===== src/rtl/multicore_test_controller.sv =====
// Bring-up controller for NUM_CORES cores: lock sync, staggered reset release, done collection, PASS/FAIL.
// Optional macro RUN_CYCLE_COUNT_EN adds the o_run_cycles counter output.
module multicore_test_controller #(
  parameter int NUM_CORES       = 4,
  parameter int RST_PIPE_DEPTH  = 6,
  parameter int RST_HOLD_CYCLES = 16,
  parameter int STAGGER_CYCLES  = 2,
  parameter int TIMEOUT_CYCLES  = 1048576,
  parameter int CNT_WIDTH       = 32
) (
  input  logic                 clk,
  input  logic                 reset,
  input  logic                 i_locked,
  input  logic [NUM_CORES-1:0] i_core_done,
  output logic [NUM_CORES-1:0] o_core_reset,
  output logic                 o_all_done,
  output logic                 o_timeout,
  output logic                 o_done_led,
  output logic [2:0]           o_state
`ifdef RUN_CYCLE_COUNT_EN
  ,
  output logic [CNT_WIDTH-1:0] o_run_cycles
`endif
);

  typedef enum logic [2:0] {
    S_WAIT_LOCK = 3'd0,
    S_HOLD      = 3'd1,
    S_RELEASE   = 3'd2,
    S_RUN       = 3'd3,
    S_PASS      = 3'd4,
    S_FAIL      = 3'd5
  } state_t;

  localparam logic [CNT_WIDTH-1:0] CNT_ONE   = {{(CNT_WIDTH-1){1'b0}}, 1'b1};
  localparam logic [CNT_WIDTH-1:0] CNT_MAX   = {CNT_WIDTH{1'b1}};
  localparam logic [CNT_WIDTH-1:0] HOLD_LAST = CNT_WIDTH'(RST_HOLD_CYCLES - 1);
  localparam logic [CNT_WIDTH-1:0] STAG_LAST = CNT_WIDTH'((NUM_CORES - 1) * STAGGER_CYCLES);
  localparam logic [CNT_WIDTH-1:0] RUN_LAST  = CNT_WIDTH'(TIMEOUT_CYCLES - 1);

  state_t                                   r_state;
  state_t                                   w_state_nxt;
  logic                                     r_lock_meta;
  logic                                     r_lock_sync;
  logic [CNT_WIDTH-1:0]                     r_hold_cnt;
  logic [CNT_WIDTH-1:0]                     r_stag_cnt;
  logic [CNT_WIDTH-1:0]                     r_run_cnt;
  logic [NUM_CORES-1:0]                     r_done_q;
  logic [NUM_CORES-1:0]                     w_done_nxt;
  logic [NUM_CORES-1:0]                     w_rel;
  logic [NUM_CORES-1:0][RST_PIPE_DEPTH-1:0] r_pipe;

  function automatic logic [CNT_WIDTH-1:0] sat_inc(input logic [CNT_WIDTH-1:0] v);
    return (v == CNT_MAX) ? v : v + CNT_ONE;
  endfunction

  assign o_state = r_state;

  always_ff @(posedge clk or posedge reset) begin
    if (reset) begin
      r_lock_meta <= 1'b0;
      r_lock_sync <= 1'b0;
    end else begin
      r_lock_meta <= i_locked;
      r_lock_sync <= r_lock_meta;
    end
  end

  // Done bits that will be set after this edge; lets a same-cycle last done beat the timeout.
  always_comb begin
    w_done_nxt = r_done_q;
    if (r_state == S_RUN) begin
      w_done_nxt = r_done_q | (i_core_done & ~o_core_reset);
    end else begin
      w_done_nxt = r_done_q;
    end
  end

  always_comb begin
    w_state_nxt = r_state;
    case (r_state)
      S_WAIT_LOCK: begin
        if (r_lock_sync) w_state_nxt = S_HOLD;
        else             w_state_nxt = S_WAIT_LOCK;
      end
      S_HOLD: begin
        if (!r_lock_sync)                w_state_nxt = S_WAIT_LOCK;
        else if (r_hold_cnt == HOLD_LAST) w_state_nxt = S_RELEASE;
        else                             w_state_nxt = S_HOLD;
      end
      S_RELEASE: begin
        if (!r_lock_sync)                w_state_nxt = S_WAIT_LOCK;
        else if (r_stag_cnt == STAG_LAST) w_state_nxt = S_RUN;
        else                             w_state_nxt = S_RELEASE;
      end
      S_RUN: begin
        if (!r_lock_sync)              w_state_nxt = S_WAIT_LOCK;
        else if (&w_done_nxt)          w_state_nxt = S_PASS;
        else if (r_run_cnt == RUN_LAST) w_state_nxt = S_FAIL;
        else                           w_state_nxt = S_RUN;
      end
      S_PASS:  w_state_nxt = S_PASS;
      S_FAIL:  w_state_nxt = S_FAIL;
      default: w_state_nxt = S_WAIT_LOCK;
    endcase
  end

  always_ff @(posedge clk or posedge reset) begin
    if (reset) begin
      r_state    <= S_WAIT_LOCK;
      r_hold_cnt <= '0;
      r_stag_cnt <= '0;
      r_run_cnt  <= '0;
    end else begin
      r_state    <= w_state_nxt;
      r_hold_cnt <= (r_state == S_HOLD && w_state_nxt == S_HOLD) ? sat_inc(r_hold_cnt) : '0;
      r_stag_cnt <= (r_state == S_RELEASE && w_state_nxt == S_RELEASE) ? sat_inc(r_stag_cnt) : '0;
      if (r_state == S_RUN && w_state_nxt == S_RUN) begin
        r_run_cnt <= (r_run_cnt == RUN_LAST) ? r_run_cnt : r_run_cnt + CNT_ONE;
      end else begin
        r_run_cnt <= '0;
      end
    end
  end

  // Core k is released once k*STAGGER_CYCLES cycles of RELEASE have elapsed, and stays released afterwards.
  always_comb begin
    w_rel = '0;
    for (int k = 0; k < NUM_CORES; k++) begin
      case (r_state)
        S_RELEASE:            w_rel[k] = (r_stag_cnt >= CNT_WIDTH'(k * STAGGER_CYCLES));
        S_RUN, S_PASS, S_FAIL: w_rel[k] = 1'b1;
        default:              w_rel[k] = 1'b0;
      endcase
    end
  end

  // Deassertion ripples through the pipe; assertion refills every stage at once.
  always_ff @(posedge clk or posedge reset) begin
    if (reset) begin
      r_pipe <= '1;
    end else begin
      for (int k = 0; k < NUM_CORES; k++) begin
        if (w_rel[k]) r_pipe[k] <= r_pipe[k] << 1;
        else          r_pipe[k] <= '1;
      end
    end
  end

  always_comb begin
    o_core_reset = '1;
    for (int k = 0; k < NUM_CORES; k++) begin
      o_core_reset[k] = r_pipe[k][RST_PIPE_DEPTH-1];
    end
  end

  always_ff @(posedge clk or posedge reset) begin
    if (reset) begin
      r_done_q   <= '0;
      o_all_done <= 1'b0;
      o_done_led <= 1'b0;
      o_timeout  <= 1'b0;
    end else begin
      if (r_state == S_WAIT_LOCK || r_state == S_HOLD) r_done_q <= '0;
      else                                            r_done_q <= w_done_nxt;
      o_all_done <= &r_done_q;
      o_done_led <= (r_state == S_PASS);
      o_timeout  <= (r_state == S_FAIL);
    end
  end

`ifdef RUN_CYCLE_COUNT_EN
  // Counts RUN cycles, freezing on the edge that leaves RUN for a terminal state.
  always_ff @(posedge clk or posedge reset) begin
    if (reset) begin
      o_run_cycles <= '0;
    end else if (r_state == S_RUN && w_state_nxt == S_RUN) begin
      o_run_cycles <= sat_inc(o_run_cycles);
    end else if (r_state == S_WAIT_LOCK || r_state == S_HOLD) begin
      o_run_cycles <= '0;
    end else begin
      o_run_cycles <= o_run_cycles;
    end
  end
`endif

endmodule


===== config.mk =====
export PLATFORM = sky130hd
export DESIGN_NAME = multicore_test_controller
export DESIGN_NICKNAME = d
export VERILOG_FILES = /design/src/rtl/multicore_test_controller.sv
export SDC_FILE = /design/constraint.sdc
export NUM_CORES = 1
export LEC_CHECK = 0
export ABC_AREA = 0
export BUFFER_PORTS_ARGS = -buffer_cell sky130_fd_sc_hd__clkbuf_2
export CORE_UTILIZATION = 35
export DETAILED_ROUTE_END_ITERATION = 16
export PLACE_DENSITY_LB_ADDON = 0.05
export SLEW_MARGIN = 40
export SYNTH_ARGS = -nofsm -noshare
export SYNTH_HDL_FRONTEND = slang
export SYNTH_SLANG_ARGS = --single-unit

===== constraint.sdc =====
create_clock -name clk -period 4.2 [get_ports clk]
set_input_delay 0.21 -clock clk [delete_from_list [all_inputs] [get_ports clk]]
set_output_delay 0.21 -clock clk [all_outputs]
set_load 0.05 [all_outputs]

=== Yosys cells after proc, flatten, opt, wreduce, memory -nomap -nowiden ===
Cells that the tools add are included.
Widths: inputs -> output; s select.

* ROM bits: 0
* Bits in latches: 0
* Input bits: 7
* Memories: 0
* RAM bits: 0
* Bits in registers: 132
* Output and inout bits: 10
* Word-level logic and storage cells: 73

* Reductions and logical operators: 8
* $add $sub $neg: 3
* Div/mod/pow operators: 0
* Shifts and indexed selects: 0
* Muxes and demuxes: 25
* Equal/unequal tests: 16
* Bitwise gates (word level): 3
* Magnitude comparators: 4
* Multipliers: 0

{| class="wikitable"
|+ Operators by type and width
! kind !! number
|-
| $mux 32 || 6
|-
| $add 32x1->32 const B || 3
|-
| $eq 32x32->1 const B || 2
|-
| $ge 32x3->1 const B || 2
|-
| $eq 32x20->1 const B || 1
|-
| $eq 32x3->1 const B || 1
|-
| $eq 32x4->1 const B || 1
|-
| $ge 32x1->1 const B || 1
|-
| $ge 32x2->1 const B || 1
|-
| $mux 6 || 4
|-
| $pmux 3 s6 || 1
|-
| $eq 3x2->1 const B || 4
|-
| $mux 3 || 3
|-
| $mux 4 || 2
|-
| $pmux 1 s2 || 4
|-
| $reduce_and 4->1 || 2
|-
| $eq 3x1->1 const B || 2
|-
| $eq 3x3->1 const B || 2
|-
| $mux 2 || 3
|-
| $ne 2x2->1 const B || 3
|-
| $and 4x4->4 || 1
|-
| $not 4->4 || 1
|-
| $or 4x4->4 || 1
|-
| $logic_and 1x1->1 || 3
|-
| 4 further kinds || 5
|}

=== Logic depth before layout (Yosys ltp) ===
* Word-level depth: 11
* Depth in mapped cells: 8
* Depth with buffers taken out: 6

=== Worst setup path before layout ===
No wires, ideal clock.

* Kind: reg2reg
* Start: reg r_state[1], in the netlist o_state[1]
* End: reg r_run_cnt[13]
* Arrival time: 2,239 ps
* Stages on the path, launching flop included: 9
* Path buffers: 3
* Data required time: 4,080 ps
* Slack: 1,842 ps
* Period minus slack after synthesis: 2,358 ps
* Setup time: 120 ps
* Cell sequence: dfrtp_1 clkbuf_2 and3b_1 a31oi_1 o41ai_2 or2_1 buf_4 buf_4 nor2_1

* Cells in the longest elaborated chain, start to end: 9
* Elaborated cells on any way between the ends: 15
* Classes of those cells: 7 x eq/ne; 5 x mux; 3 x reduce/logical

{| class="wikitable"
|+ Ends and longest elaborated chain
! item !! RTL line !! text
|-
| start: declaration || 41 || <nowiki>state_t r_state;</nowiki>
|-
| start signal: assignment || 115 || <nowiki>r_state <= w_state_nxt;</nowiki>
|-
| $eq 3x2->1 || 72, 81, 118 ||
|-
| $mux 4 || 72 || <nowiki>if (r_state == S_RUN) begin</nowiki>
|-
| $reduce_and 4->1 || 98 || <nowiki>else if (&w_done_nxt) w_state_nxt = S_PASS;</nowiki>
|-
| $mux 3 || 98 ||
|-
| $mux 3 || 97 || <nowiki>if (!r_lock_sync) w_state_nxt = S_WAIT_LOCK;</nowiki>
|-
| $pmux 3 s6 || 81 || <nowiki>case (r_state)</nowiki>
|-
| $eq 3x2->1 || 118 || <nowiki>if (r_state == S_RUN && w_state_nxt == S_RUN) begin</nowiki>
|-
| $logic_and 1x1->1 * || 118 ||
|-
| $ne 2x2->1 (no source line) or $mux 32 (tied branches) || n/a ||
|-
| end signal: assignment || 119 || <nowiki>r_run_cnt <= (r_run_cnt == RUN_LAST) ? r_run_cnt : r_run_cnt + CNT_ONE;</nowiki>
|-
| end: declaration || 47 || <nowiki>logic [CNT_WIDTH-1:0] r_run_cnt;</nowiki>
|}

Mark *: on every way between the ends. The rest lies on a longest branch, timed or not.
A chain may end at the register's enable or synchronous reset.

=== Worst setup path in the final report ===
* Start: reg r_hold_cnt[3]
* End: reg r_hold_cnt[13]

* Cells in the longest elaborated chain, start to end: 7
* Elaborated cells on any way between the ends: 11
* Classes of those cells: 1 x add/sub; 4 x eq/ne; 5 x mux; 1 x reduce/logical

{| class="wikitable"
|+ Ends and longest elaborated chain
! item !! RTL line !! text
|-
| start: declaration || 45 || <nowiki>logic [CNT_WIDTH-1:0] r_hold_cnt;</nowiki>
|-
| start signal: assignment || 116 || <nowiki>r_hold_cnt <= (r_state == S_HOLD && w_state_nxt == S_HOLD) ? sat_inc(r_hold_cnt) : '0;</nowiki>
|-
| $eq 32x4->1 || 88 || <nowiki>else if (r_hold_cnt == HOLD_LAST) w_state_nxt = S_RELEASE;</nowiki>
|-
| $mux 2 || 88 ||
|-
| $mux 2 || 87 || <nowiki>if (!r_lock_sync) w_state_nxt = S_WAIT_LOCK;</nowiki>
|-
| $pmux 3 s6 || 81 ||
|-
| $eq 3x1->1 || 116 ||
|-
| $logic_and 1x1->1 || 116 ||
|-
| $ne 2x2->1 (no source line) or $mux 32 (tied branches) || n/a ||
|}

Parallel ways exist; a longest one is shown, timed or not. The select of a mux whose other input is x is not followed.

==> qor.yml <==
worst_hold_path:
  whs_endpoint: "r_done_q[0]"
  worstHoldPathCells: 3
  hp-start: "i_core_done[0]"
  hold_class: "primary input to register"
yosys:
  synth_common_cells: "dfrtp_1 (108), nor2_1 (62), a21oi_1 (50)"
  synth_seq_area_share: 0.487
  synth_cell_types: 66
  syn-num-nets: 715
  synth.avg_cell_area_um2: 9.73
  yosysWarnings: 0
  synth_top_area_cell: "dfrtp_1"
  yosysTopAreaCellShare: 0.395
  async_reset_ff_frac: 1.00
  syn_area_mm2: 0.00685
  yosysMostFrequentCell: "dfrtp_1"
  ys_ff_latch: 132
  synth_edf_count: 0
  synthTopCellsByArea: "dfrtp_1 (39%), dfstp_2 (9.2%), a21oi_1 (3.7%), nor2_1 (3.4%), or3_1 (3.1%)"
  synth_ff_type: "dfrtp_1"
  syn_inst: 704
power_and_ir_drop:
  leakagePower_uw: 0.00296
  switchingPower_uw: 665
  switching_share: 0.235
  p_comb_frac: 0.011
  power_density_mw_per_mm2: 367
  p_seq_frac: 0.449
  peakVddDrop_v: 0.000236
  p_clk_frac: 0.540
  internal_power_uw: 2170
global_routing:
  grt-ovfl-total: 0
  grt_usage: 0.165
  grt_start_max_net_pins: 109
  first_global_vias: 5284
  antenna_found_initial: 0
  grt_pass1_wl_um: 26200
timing:
  fin_crit_sh: 0.612
  fin_tns_setup_ps: 0
  maxSlewViolCount: 0
  setup_ws_ps: 1630
  finalSetupViolations: 0
  skew_ps: 11.2
  period_minus_slack_ps: 2570
  slew-limit-headroom: 0.473
  fmax_mhz: 389
  worst_pin_slew_ps: 784
  rsz0062_at_grt: "no"
  finalHoldViolCount: 0
critical_path:
  ff2ff_setup_slack_ps: 1630
  path_buf_inv: 0
  criticalPathCategory: "register to register"
  crit_path_max_fanout: 11
  crit_required_ps: 4480
  rr_worst_depth: 5
  critical-path-slowest-cell: "or4_1"
  end_kind: "register"
  cp-start-kind: "register"
  arrival_ps: 2850
  slowest_delay_ps: 850
  path_delay_family: "simple AND/OR/NAND/NOR gates"
  r2r-end: "r_hold_cnt[13]"
  path_cells: "nand4_2, or4_1, o31ai_4, or3_2, a21oi_2"
  r2r-start: "r_hold_cnt[3]"
  critical_path_depth: 5
final_layout:
  fin_area_mm2: 0.00773
  drive_gt1_frac: 0.173
  area_delta_synth_final_pct: 13.0
  n_antenna_cell: 0
  fillers: 1866
  nets: 721
placed_design:
  dp_hpwl_um: 10100
  pre_cts_slack_ps: 1620
  port_buffers: 16
  gp_congestion: 0.759
  placed_area_mm2: 0.00709
clock_tree:
  clk_pin_slew_ps: 60
  ctsHtreeMaxLevel: 4
  cts.sink_count: 132
  cts.repair.resized: 0
  cts-root-buf: "clkbuf_16"
  postCtsSetupBuffers: 0
  cts_buffers: 17
  cts_tree: "done"
  clk_path_buf_depth: 2
  hold_buffers: 2
  clock_latency_ps: 420
floorplanning:
  core_area_mm2: 0.0190
  die-area_mm2: 0.0201
  initial_core_util: 0.361
  die_height_um: 142
  chipWidth_um: 142
  io_pins: 17
  rows: 50
drt:
  drc: 0
  detail_route.first_pass.iterations: 4
  vias: 5287
  wire_per_inst_um: 15.4
  viasPerCell: 5.38
  drtIter0Drc: 267
  routed_wl_um: 15100
  postRouteAntennaNets: 0
status:
  outcome: "finished, final reports clean"
run:
  cap_violations: 0
-- registers in the layout (all words and copies together), names as in the netlist, 3 cells and up --
name,cells
r_hold_cnt,32
r_run_cnt,32
r_stag_cnt,32
r_pipe,20
o_core_reset,4
r_done_q,4
o_state,3
-- logic make-up after synthesis --
kind of cell | share of synthesized area
buffers and inverters | 0.0397
muxes | 0.00439
DFF | 0.487
AOI/OAI and AO/OA | 0.134
xor gates and xnor gates | 0.0409
adders and majority gates | 0.00731
and+or+nand+nor | 0.287
-- worst max-delay path by stage --
| stage | from | endpoint | slack, ps |
|---|---|---|---|
| 2_1_floorplan | reset | o_all_done | 500 |
| 3_3_place_gp | o_state[1] | r_run_cnt[26] | 1430 |
| 3_5_place_dp | r_hold_cnt[3] | r_hold_cnt[11] | 1620 |
| 4_1_cts | r_hold_cnt[3] | r_hold_cnt[13] | 1610 |
| 5_1_grt | o_state[1] | r_run_cnt[25] | 1430 |
| 6_report | r_hold_cnt[3] | r_hold_cnt[13] | 1630 |
-- through the flow --
stage               hold slack (ps)  utilization  std cells  power (µW)
floorplan                       241            -        704        1320
global placement                323        0.374        949        1330
detailed placement              323        0.374        949        1330
CTS                             133        0.408        983        2890
global route                    143        0.408        983        2950
finish                          159        0.408        983        2840
-- metal layers --
| metal | part of all wire | global-route usage |
|---|---|---|
| met5 | 0 | 0 |
| met4 | 0.011 | 0.0526 |
| met3 | 0.024 | 0.0415 |
| met2 | 0.50 | 0.283 |
| met1 | 0.46 | 0.203 |
-- power groups by stage --
| stage | Clock, µW | Combinational (µW) | Sequential [µW] |
|---|---|---|---|
| 2_1_floorplan | 0 | 19.8 | 1300 |
| 3_3_place_gp | 0 | 32.8 | 1300 |
| 3_5_place_dp | 0 | 33.3 | 1300 |
| 4_1_cts | 1580 | 34.9 | 1270 |
| 5_1_grt | 1640 | 38.9 | 1270 |
| 6_report | 1530 | 32.1 | 1270 |
-- worst min-delay path, stage by stage --
cell and delay [ps]:
clkbuf_2 90, a31oi_1 130, nor2_1 110
-- layout make-up --
type / instances / area, µm² / share of cell area
sequential: 132 / 3330 / 0.431
tap: 260 / 325 / 0.0421
inverter: 20 / 87.6 / 0.0113
timing repair buffer: 21 / 123 / 0.0159
clock inverter: 12 / 118 / 0.0152
clock buffer: 20 / 500 / 0.0647
multi-input combinational: 518 / 3250 / 0.420
-- cells in the final DEF (no fill, tap or decap), drive strengths merged, types with 5 or more instances in the layout --
master | netlist | layout
dfrtp | 108 | 108
nor2 | 62 | 62
a21oi | 55 | 55
o21ai | 43 | 43
or3 | 40 | 40
nand3 | 39 | 39
nand2 | 37 | 37
clkbuf | 17 | 36
nand4 | 32 | 32
inv | 20 | 30
dfstp | 24 | 24
nor4 | 23 | 23
nor3 | 17 | 17
xnor2 | 16 | 16
xor2 | 16 | 16
or2 | 16 | 16
or4 | 14 | 14
and4 | 13 | 13
nand2b | 12 | 12
and3 | 11 | 11
o31ai | 11 | 11
a31oi | 8 | 8
nor2b | 5 | 5
and2 | 5 | 5
o211ai | 5 | 5
Note: power is estimated with default switching activity, not from simulation.
